## config.mk

```make
export PLATFORM = sky130hd
export DESIGN_NAME = dmem_responder
export DESIGN_NICKNAME = d
export VERILOG_FILES = /design/src/rtl/dmem_responder.sv
export SDC_FILE = /design/constraint.sdc
export NUM_CORES = 2
export LEC_CHECK = 0
export CAP_MARGIN = 30
export CORE_MARGIN = 2
export CORE_UTILIZATION = 36
export CTS_BUF_LIST = sky130_fd_sc_hd__clkbuf_4 sky130_fd_sc_hd__clkbuf_8
export CTS_CLUSTER_SIZE = 25
export DETAILED_ROUTE_END_ITERATION = 10
export DONT_BUFFER_PORTS = 1
export RECOVER_POWER = 100
export SYNTH_ARGS = -nofsm -noshare
export SYNTH_HDL_FRONTEND = slang
export SYNTH_SLANG_ARGS = --single-unit
export TNS_END_PERCENT = 5
```

## constraint.sdc

```tcl
create_clock -name clk -period 4.55 [get_ports clk]
set_clock_uncertainty 0.1 [all_clocks]
set_input_delay 0 -clock clk [delete_from_list [all_inputs] [get_ports clk]]
set_output_delay 0 -clock clk [all_outputs]
set_load 0.005 [all_outputs]
```

## src/rtl/dmem_responder.sv

```systemverilog
// dmem_responder: data-memory responder for the M stage of the pipelined
// datapath. One load or store is accepted at a time. It completes after
// WAIT_CYCLES wait states, and the DONE cycle carries a one-cycle MemDoneM
// pulse. MemStallM holds the pipeline while an access is outstanding.
//
// State table
//   IDLE | waiting for MemReqM; an accept latches the request fields
//   BUSY | wait states; the counter runs down from WAIT_CYCLES to 1
//   DONE | completion cycle; MemDoneM high, back to IDLE on next edge
//
// Parameters
//   DEPTH        number of 32-bit words (power of two, >= 2)
//   WAIT_CYCLES  wait states between accept and completion (0..15)
//
// Ports
//   clk         system clock, rising edge
//   reset       asynchronous, active-high reset
//   MemReqM     request valid, held until MemDoneM
//   MemWriteM   1 = store, 0 = load (sampled at accept)
//   ALUResultM  byte address (sampled at accept)
//   WriteDataM  store data (sampled at accept)
//   ReadDataM   registered load result
//   MemDoneM    one-cycle completion pulse
//   MemErrM     out-of-range flag, qualified by MemDoneM
//   MemStallM   freeze request to the hazard unit

module dmem_responder #(
  parameter int DEPTH       = 64,
  parameter int WAIT_CYCLES = 2
) (
  input  logic        clk,
  input  logic        reset,
  input  logic        MemReqM,
  input  logic        MemWriteM,
  input  logic [31:0] ALUResultM,
  input  logic [31:0] WriteDataM,
  output logic [31:0] ReadDataM,
  output logic        MemDoneM,
  output logic        MemErrM,
  output logic        MemStallM
);

  localparam int         AW        = $clog2(DEPTH);
  localparam logic [3:0] WAIT_INIT = 4'(WAIT_CYCLES);

  typedef enum logic [1:0] {
    IDLE = 2'd0,
    BUSY = 2'd1,
    DONE = 2'd2
  } state_t;

  state_t state, state_next;

  logic [3:0]    cnt, cnt_next;
  logic          accept;
  logic          complete;
  logic          mem_we;

  // Fields latched at accept
  logic          write_q;
  logic          err_q;
  logic [AW-1:0] idx_q;
  logic [31:0]   wdata_q;

  // Effective transaction fields at the completing edge
  logic          cur_write;
  logic          cur_err;
  logic [AW-1:0] cur_idx;
  logic [31:0]   cur_wdata;

  logic          addr_oor;
  logic [31:0]   mem [DEPTH];

  // Byte offset is ignored; accesses are word-only.
  logic          unused_addr_lsb;
  assign unused_addr_lsb = ^ALUResultM[1:0];

  assign addr_oor = |ALUResultM[31:AW+2];

  // With zero wait states the accept edge is also the completing edge. The
  // latches are not loaded yet at that edge, so the live inputs are used.
  always_comb begin
    if (accept) begin
      cur_write = MemWriteM;
      cur_err   = addr_oor;
      cur_idx   = ALUResultM[AW+1:2];
      cur_wdata = WriteDataM;
    end else begin
      cur_write = write_q;
      cur_err   = err_q;
      cur_idx   = idx_q;
      cur_wdata = wdata_q;
    end
  end

  always_comb begin
    state_next = state;
    cnt_next   = cnt;
    accept     = 1'b0;
    complete   = 1'b0;
    case (state)
      IDLE: begin
        if (MemReqM) begin
          accept = 1'b1;
          if (WAIT_CYCLES == 0) begin
            state_next = DONE;
            complete   = 1'b1;
            cnt_next   = 4'd0;
          end else begin
            state_next = BUSY;
            cnt_next   = WAIT_INIT;
          end
        end
      end
      BUSY: begin
        cnt_next = cnt - 4'd1;
        if (cnt == 4'd1) begin
          state_next = DONE;
          complete   = 1'b1;
        end
      end
      DONE: begin
        state_next = IDLE;
      end
      default: begin
        state_next = IDLE;
      end
    endcase
  end

  // A store commits only on a clean completing edge. It is also masked
  // while reset is held, so that a held request cannot write when there are
  // zero wait states.
  always_comb begin
    mem_we = complete & cur_write & ~cur_err & ~reset;
  end

  always_ff @(posedge clk or posedge reset) begin
    if (reset) begin
      state <= IDLE;
      cnt   <= 4'd0;
    end else begin
      state <= state_next;
      cnt   <= cnt_next;
    end
  end

  always_ff @(posedge clk or posedge reset) begin
    if (reset) begin
      write_q <= 1'b0;
      err_q   <= 1'b0;
      idx_q   <= '0;
      wdata_q <= 32'd0;
    end else if (accept) begin
      write_q <= MemWriteM;
      err_q   <= addr_oor;
      idx_q   <= ALUResultM[AW+1:2];
      wdata_q <= WriteDataM;
    end
  end

  // A store leaves ReadDataM untouched. An out-of-range access clears it.
  always_ff @(posedge clk or posedge reset) begin
    if (reset) begin
      ReadDataM <= 32'd0;
    end else if (complete) begin
      if (cur_err) begin
        ReadDataM <= 32'd0;
      end else if (!cur_write) begin
        ReadDataM <= mem[cur_idx];
      end
    end
  end

  // The array has no reset, so contents survive a reset.
  always_ff @(posedge clk) begin
    if (mem_we) begin
      mem[cur_idx] <= cur_wdata;
    end
  end

  // err_q keeps the range error of the transaction in flight through DONE.
  assign MemDoneM  = (state == DONE);
  assign MemErrM   = MemDoneM & err_q;
  assign MemStallM = MemReqM & ~MemDoneM;

endmodule
```

# After elaboration in Yosys (flattened, before gate mapping)
# Memories as Yosys holds them, arrays and structs flattened.
# Index checks and enable logic that the tools add are counted.
[totals]
regBits = 78
latch_bits = 0
ram_bits = 2048
romBits = 0
output_inout_bits = 35
word_cells = 46
memories = 1
[op_classes]
add_sub_neg = 1
mul = 0
div_mod_pow = 0
magnitude_cmp = 0
n_eq_ne = 6
shift = 0
mux = 17
bitwise = 8
reduce_logical = 6
[memory_table]
columns = ["name", "depth", "word_bits", "read_ports", "rd_ports_with_merged_regs", "wr", "line", "rtl"]
rows = [
  ["mem", 64, 32, 1, 0, 1, "72", "logic [31:0] mem [DEPTH];"],
]
[ops]
columns = ["cell", "n"]
rows = [
  ["32-bit 2-to-1 mux", 3],
  ["24-bit OR reduction", 1],
  ["1-bit 2-to-1 mux", 8],
  ["4-bit case mux with 2 select lines", 1],
  ["6-bit 2-to-1 mux", 1],
  ["2-bit AND reduction", 3],
  ["1-bit AND", 5],
  ["4-bit by 1-bit == test with 1-bit output (second input constant)", 1],
  ["2-bit 2-to-1 mux", 2],
  ["4-bit 2-to-1 mux", 1],
  ["2-bit inequality test (second input constant)", 2],
  ["2-bit case mux with 2 select lines", 1],
  ["4-bit by 1-bit subtractor with 4-bit output (second input constant)", 1],
  ["1-bit NOT", 3],
  ["2-bit by 1-bit == test with 1-bit output (second input constant)", 1],
  ["2-bit == test (second input constant)", 1],
  ["2-bit zero test", 1],
  ["2-bit by 1-bit inequality test with 1-bit output (second input constant)", 1],
  ["2-bit nonzero test", 1],
]

# Logic depth before layout (Yosys ltp)
[logic_depth]
word_depth = 8
depth_mapped = 12
ltp_nobuf = 9

# Worst setup path before layout
# OpenSTA, ideal clock, no wires.
[synth_timing]
path_kind = "reg-to-reg"
startpoint = "register state[0]"
endpoint = "memory mem[11][0] (enable)"
setup_ns = 0.421
t_arrival_ns = 3.569
path_slack_ns = 0.459
stages_incl_launch_ff = 9
n_path_buf = 4
period_less_slack_ns = 4.091
cell_sequence = "dfrtp_1 -> or3b_1 -> buf_4 -> buf_8 -> a21oi_2 -> buf_2 -> clkbuf_1 -> nand3_1 -> nor2_1"
[synth_via]
elab_chain_cells = 8
elab_cells_between_ends = 13
classes_between = "eq/ne (1); mux (7); bitwise (4); reduce/logical (1)"
[synth_lines]
columns = ["item", "line", "rtl"]
rows = [
  ["start: declaration", "52", "state_t state, state_next;"],
  ["start signal: assignment", "143", "state <= state_next;"],
  ["2-bit zero test", "101", "case (state)"],
  ["1-bit 2-to-1 mux", "101", ""],
  ["1-bit 2-to-1 mux", "83", "if (accept) begin"],
  ["1-bit AND or 1-bit NOT (tied branches)", "135", "mem_we = complete & cur_write & ~cur_err & ~reset;"],
  ["1-bit AND (2 in series)", "135", ""],
  ["1-bit 2-to-1 mux", "177", "if (mem_we) begin"],
  ["1-bit 2-to-1 mux (not written as such)", "178", "mem[cur_idx] <= cur_wdata;"],
  ["end: declaration", "72", ""],
]
# Several ways; a longest one is shown, not always the timed one.

# Worst setup path in the final report
[layout_timing]
startpoint = "register state[0]"
endpoint = "memory mem[56][18] (enable)"
[layout_via]
elab_cells_between_ends = 13
classes_between = "eq/ne (1); mux (7); bitwise (4); reduce/logical (1)"
[layout_rtl]
columns = ["item", "line", "rtl"]
rows = [
  ["2-bit zero test", "101", ""],
  ["1-bit 2-to-1 mux", "101", ""],
  ["6-bit 2-to-1 mux", "n/a", ""],
  ["named net cur_idx[5]", "68", "logic [AW-1:0] cur_idx;"],
]
# The timed path passes the listed nets, and every way through them passes these cells.

==> flow_summary.json <==
{
  "status": "finished, violations left",
  "violations": "max-capacitance violations, max-slew violations",
  "async_flop_share_pct": 3.67,
  "hold_viol": 0,
  "first_global_vias": 46000,
  "cap_violations": 5,
  "area_growth_pct": 16.6,
  "drt_iter0_markers": 6632,
  "drt-total-wl_um": 259000,
  "grt_pass1_wl_um": 358000,
  "rsz0062_at_grt": "false",
  "powerDensity_mw_per_mm2": 633,
  "fp.dieArea_mm2": 0.219,
  "port_buffers": 0,
  "synth_area_leaders": "edfxtp_1 (79%), o22ai_1 (5.5%), dfrtp_1 (2.5%), o221ai_1 (1.7%), o22a_1 (1.6%)",
  "cp.required_ps": 5070,
  "synth_top_area_cell": "edfxtp_1",
  "clk_latency_ps": 1080,
  "layout.nets": 4974,
  "clock_path_buffers": 4,
  "worst-r2r-cell-count": 8,
  "setup-violations-final": 0,
  "dpl_cell_area_mm2": 0.0840,
  "timing.rr.start": "state[0]$_DFFE_PP0P_",
  "vias": 47800,
  "endpoint": "mem[56][18]$_DFFE_PP_",
  "grt-ovfl-total": 0,
  "post-route-period-util_pct": 99.1,
  "die_w_um": 468,
  "tightest_slew_ps": 3510,
  "synth_top_area_share_pct": 79.4,
  "ir_drop_uv": 464,
  "cts_buffers": 343,
  "path_class": "flip-flop to flip-flop",
  "endpoint_kind": "flip-flop",
  "worstReg2RegEnd": "mem[56][18]$_DFFE_PP_",
  "ys_ff_latch": 2126,
  "period_minus_slack_ps": 4510,
  "synth_edf_count": 2048,
  "min_path_type": "primary input to primary output",
  "synth_fp_nets": 4485,
  "finalMaxSlewViolations": 176,
  "postLayoutCellArea_mm2": 0.0903,
  "ys_seq_area_share_pct": 81.9,
  "vias_per_cell": 5.97,
  "synthCells": 4415,
  "syn_area_per_cell_um2": 17.6,
  "r2r_slack_ps": 40,
  "setup_ws_ps": 43.1,
  "root_buffer": "clkbuf_8",
  "clk_pin_slew_ps": 50,
  "yosysWarnings": 0,
  "cts.repair.resized": 0,
  "drc": 0,
  "leakagePower_nw": 28.9,
  "initial_core_util_pct": 36.2,
  "dpl.hpwl_um": 151000,
  "netlist-cell-type-count": 63,
  "cts_tree": "done",
  "core-area_mm2": 0.214,
  "worstPathArrival_ps": 5030,
  "ant_nets": 0,
  "drive_above_1_share_pct": 18.3,
  "die-height_um": 468,
  "cts-htree-levels": 5,
  "critPathMaxFanout": 24,
  "gp_congestion": 0.872,
  "io_pins": 103,
  "place_ws_ps": 631,
  "finalSetupTns_ps": 0,
  "start_kind": "flip-flop",
  "crit_path_max_incr_delay_ps": 650,
  "worstPathCellList": "or3b_4 > mux2i_4 > dlygate4sd3_1 > inv_2 > nand2_1 > buf_4 > nor2_4 > buf_6",
  "dr.pass1.iters": 6,
  "place_inst": 7314,
  "grtUsageTotal_pct": 23.2,
  "detail_route.wl_per_cell_um": 32.4,
  "syn-cell-area_mm2": 0.0775,
  "crit_start": "state[0]$_DFFE_PP0P_",
  "antenna_found_initial": 8,
  "critical-path-slowest-cell": "or3b_4",
  "grt_max_degree": 85,
  "synth-main-ff-cell": "edfxtp_1",
  "max_freq_mhz": 222,
  "maxSlewHeadroom_pct": -134,
  "cts_sinks": 2126,
  "fp-row-count": 170,
  "instances_no_fill": 7997
}
metal layers:
metal | up-vias | routed length [µm] | global-route usage (%)
met3 | 575 | 31400 | 6.56
met4 | 8 | 12400 | 9.76
met1 | 24600 | 97500 | 30.6
met5 | - | 54 | 0
met2 | 3127 | 118000 | 35.9
li1 | 19400 | - | -
area by class of cell:
class                      instances  area, µm²
sequential                      2126      63500
inverter                          12       46.3
antenna                            5       12.5
tap                             2838       3550
multi-input combinational       1988      13000
timing repair buffer             433       3760
clock buffer                     484       5890
fill                           18900     124000
clock inverter                   111        669
state kept, by name (all words and copies together), names as in the netlist:
register and cells:
write_q 1, state 2, cnt 4, ReadDataM 32
wdata_q 32, idx_q 6, mem 2048, err_q 1
how the worst min path moves through the flow:
stage	cells after the start	slack (ps)	startpoint	end
3_3_place_gp	1	-90	reset	wdata_q[30]$_DFF_PP0_
3_5_place_dp	1	-70	reset	wdata_q[30]$_DFF_PP0_
5_1_grt	1	30	MemReqM	MemStallM
6_report	1	20	MemReqM	MemStallM
4_1_cts	7	7	ALUResultM[4]	ReadDataM[15]$_DFFE_PP0P_
2_1_floorplan	1	20	MemReqM	MemStallM
report_power, final:
| part | total [mW] | switching, mW | internal (mW) | leakage, nW |
|---|---|---|---|---|
| sequential | 25.2 | 0.307 | 24.9 | 19.6 |
| combinational | 16.0 | 11.8 | 4.17 | 5.84 |
| clock | 16.0 | 7.36 | 8.65 | 3.47 |
synthesized netlist by cell type, drive strengths merged (3+ instances only):
library cell	n
o211ai	3
clkbuf	110
nor4b	26
and3	3
a21boi	9
edfxtp	2048
a31oi	15
buf	179
o22a	144
o31ai	99
nor3	121
nor3b	8
o41ai	14
inv	10
nor2b	5
or3b	3
dfrtp	78
or4	5
o221ai	153
nand3b	7
or3	21
a211o	3
nor2	143
nand2b	5
nand2	258
o2111ai	29
a2111oi	3
o21ai	20
nand3	48
a211oi	5
o22ai	677
a21oi	63
nor4	24
mux2	6
mux2i	42
a311oi	4
nor4bb	3
cells in the final DEF (no fill, tap or decap), drive strengths merged, types with 26 or more instances in the layout:
cell,count
buf,221
a21oi,63
nand2,258
o22a,144
o31ai,99
nand3,48
clkbuf,617
nor3,121
mux2i,42
dfrtp,78
clkinv,93
dlygate4sd3,79
o221ai,153
nor4b,26
nor2,143
edfxtp,2048
o22ai,677
o2111ai,29
critical path, delay by kind of cell (launching register included):
kind          cells  cell delay, ps
buf+inv           4            1680
mux               1             350
flops             1             450
simple gates      3            1440
cell families after synthesis:
kind of cell,share of synthesized area [%]
fa+ha+maj,0.0323
flops,81.9
simple gates,4.16
compound gates,11.3
buf+inv,1.87
mux,0.710
through the flow:
| stage | util, % | hold WS (ps) | total power [mW] |
|---|---|---|---|
| 4_1_cts | 42.7 | 7.21 | 57.3 |
| 3_3_place_gp | 39.1 | -88.3 | 41.0 |
| 5_1_grt | 42.2 | 28.6 | 58.9 |
| 6_report | 42.2 | 19.1 | 57.2 |
| 3_5_place_dp | 39.2 | -71.0 | 41.4 |
| 2_1_floorplan | - | 16.9 | 33.6 |
timing repair:
action	4_1_cts	5_1_grt
setup buffers	0	0
endpoints found under the hold margin	3305	8
hold buffers	79	1
No activity file was read; power rests on OpenSTA's default activity.
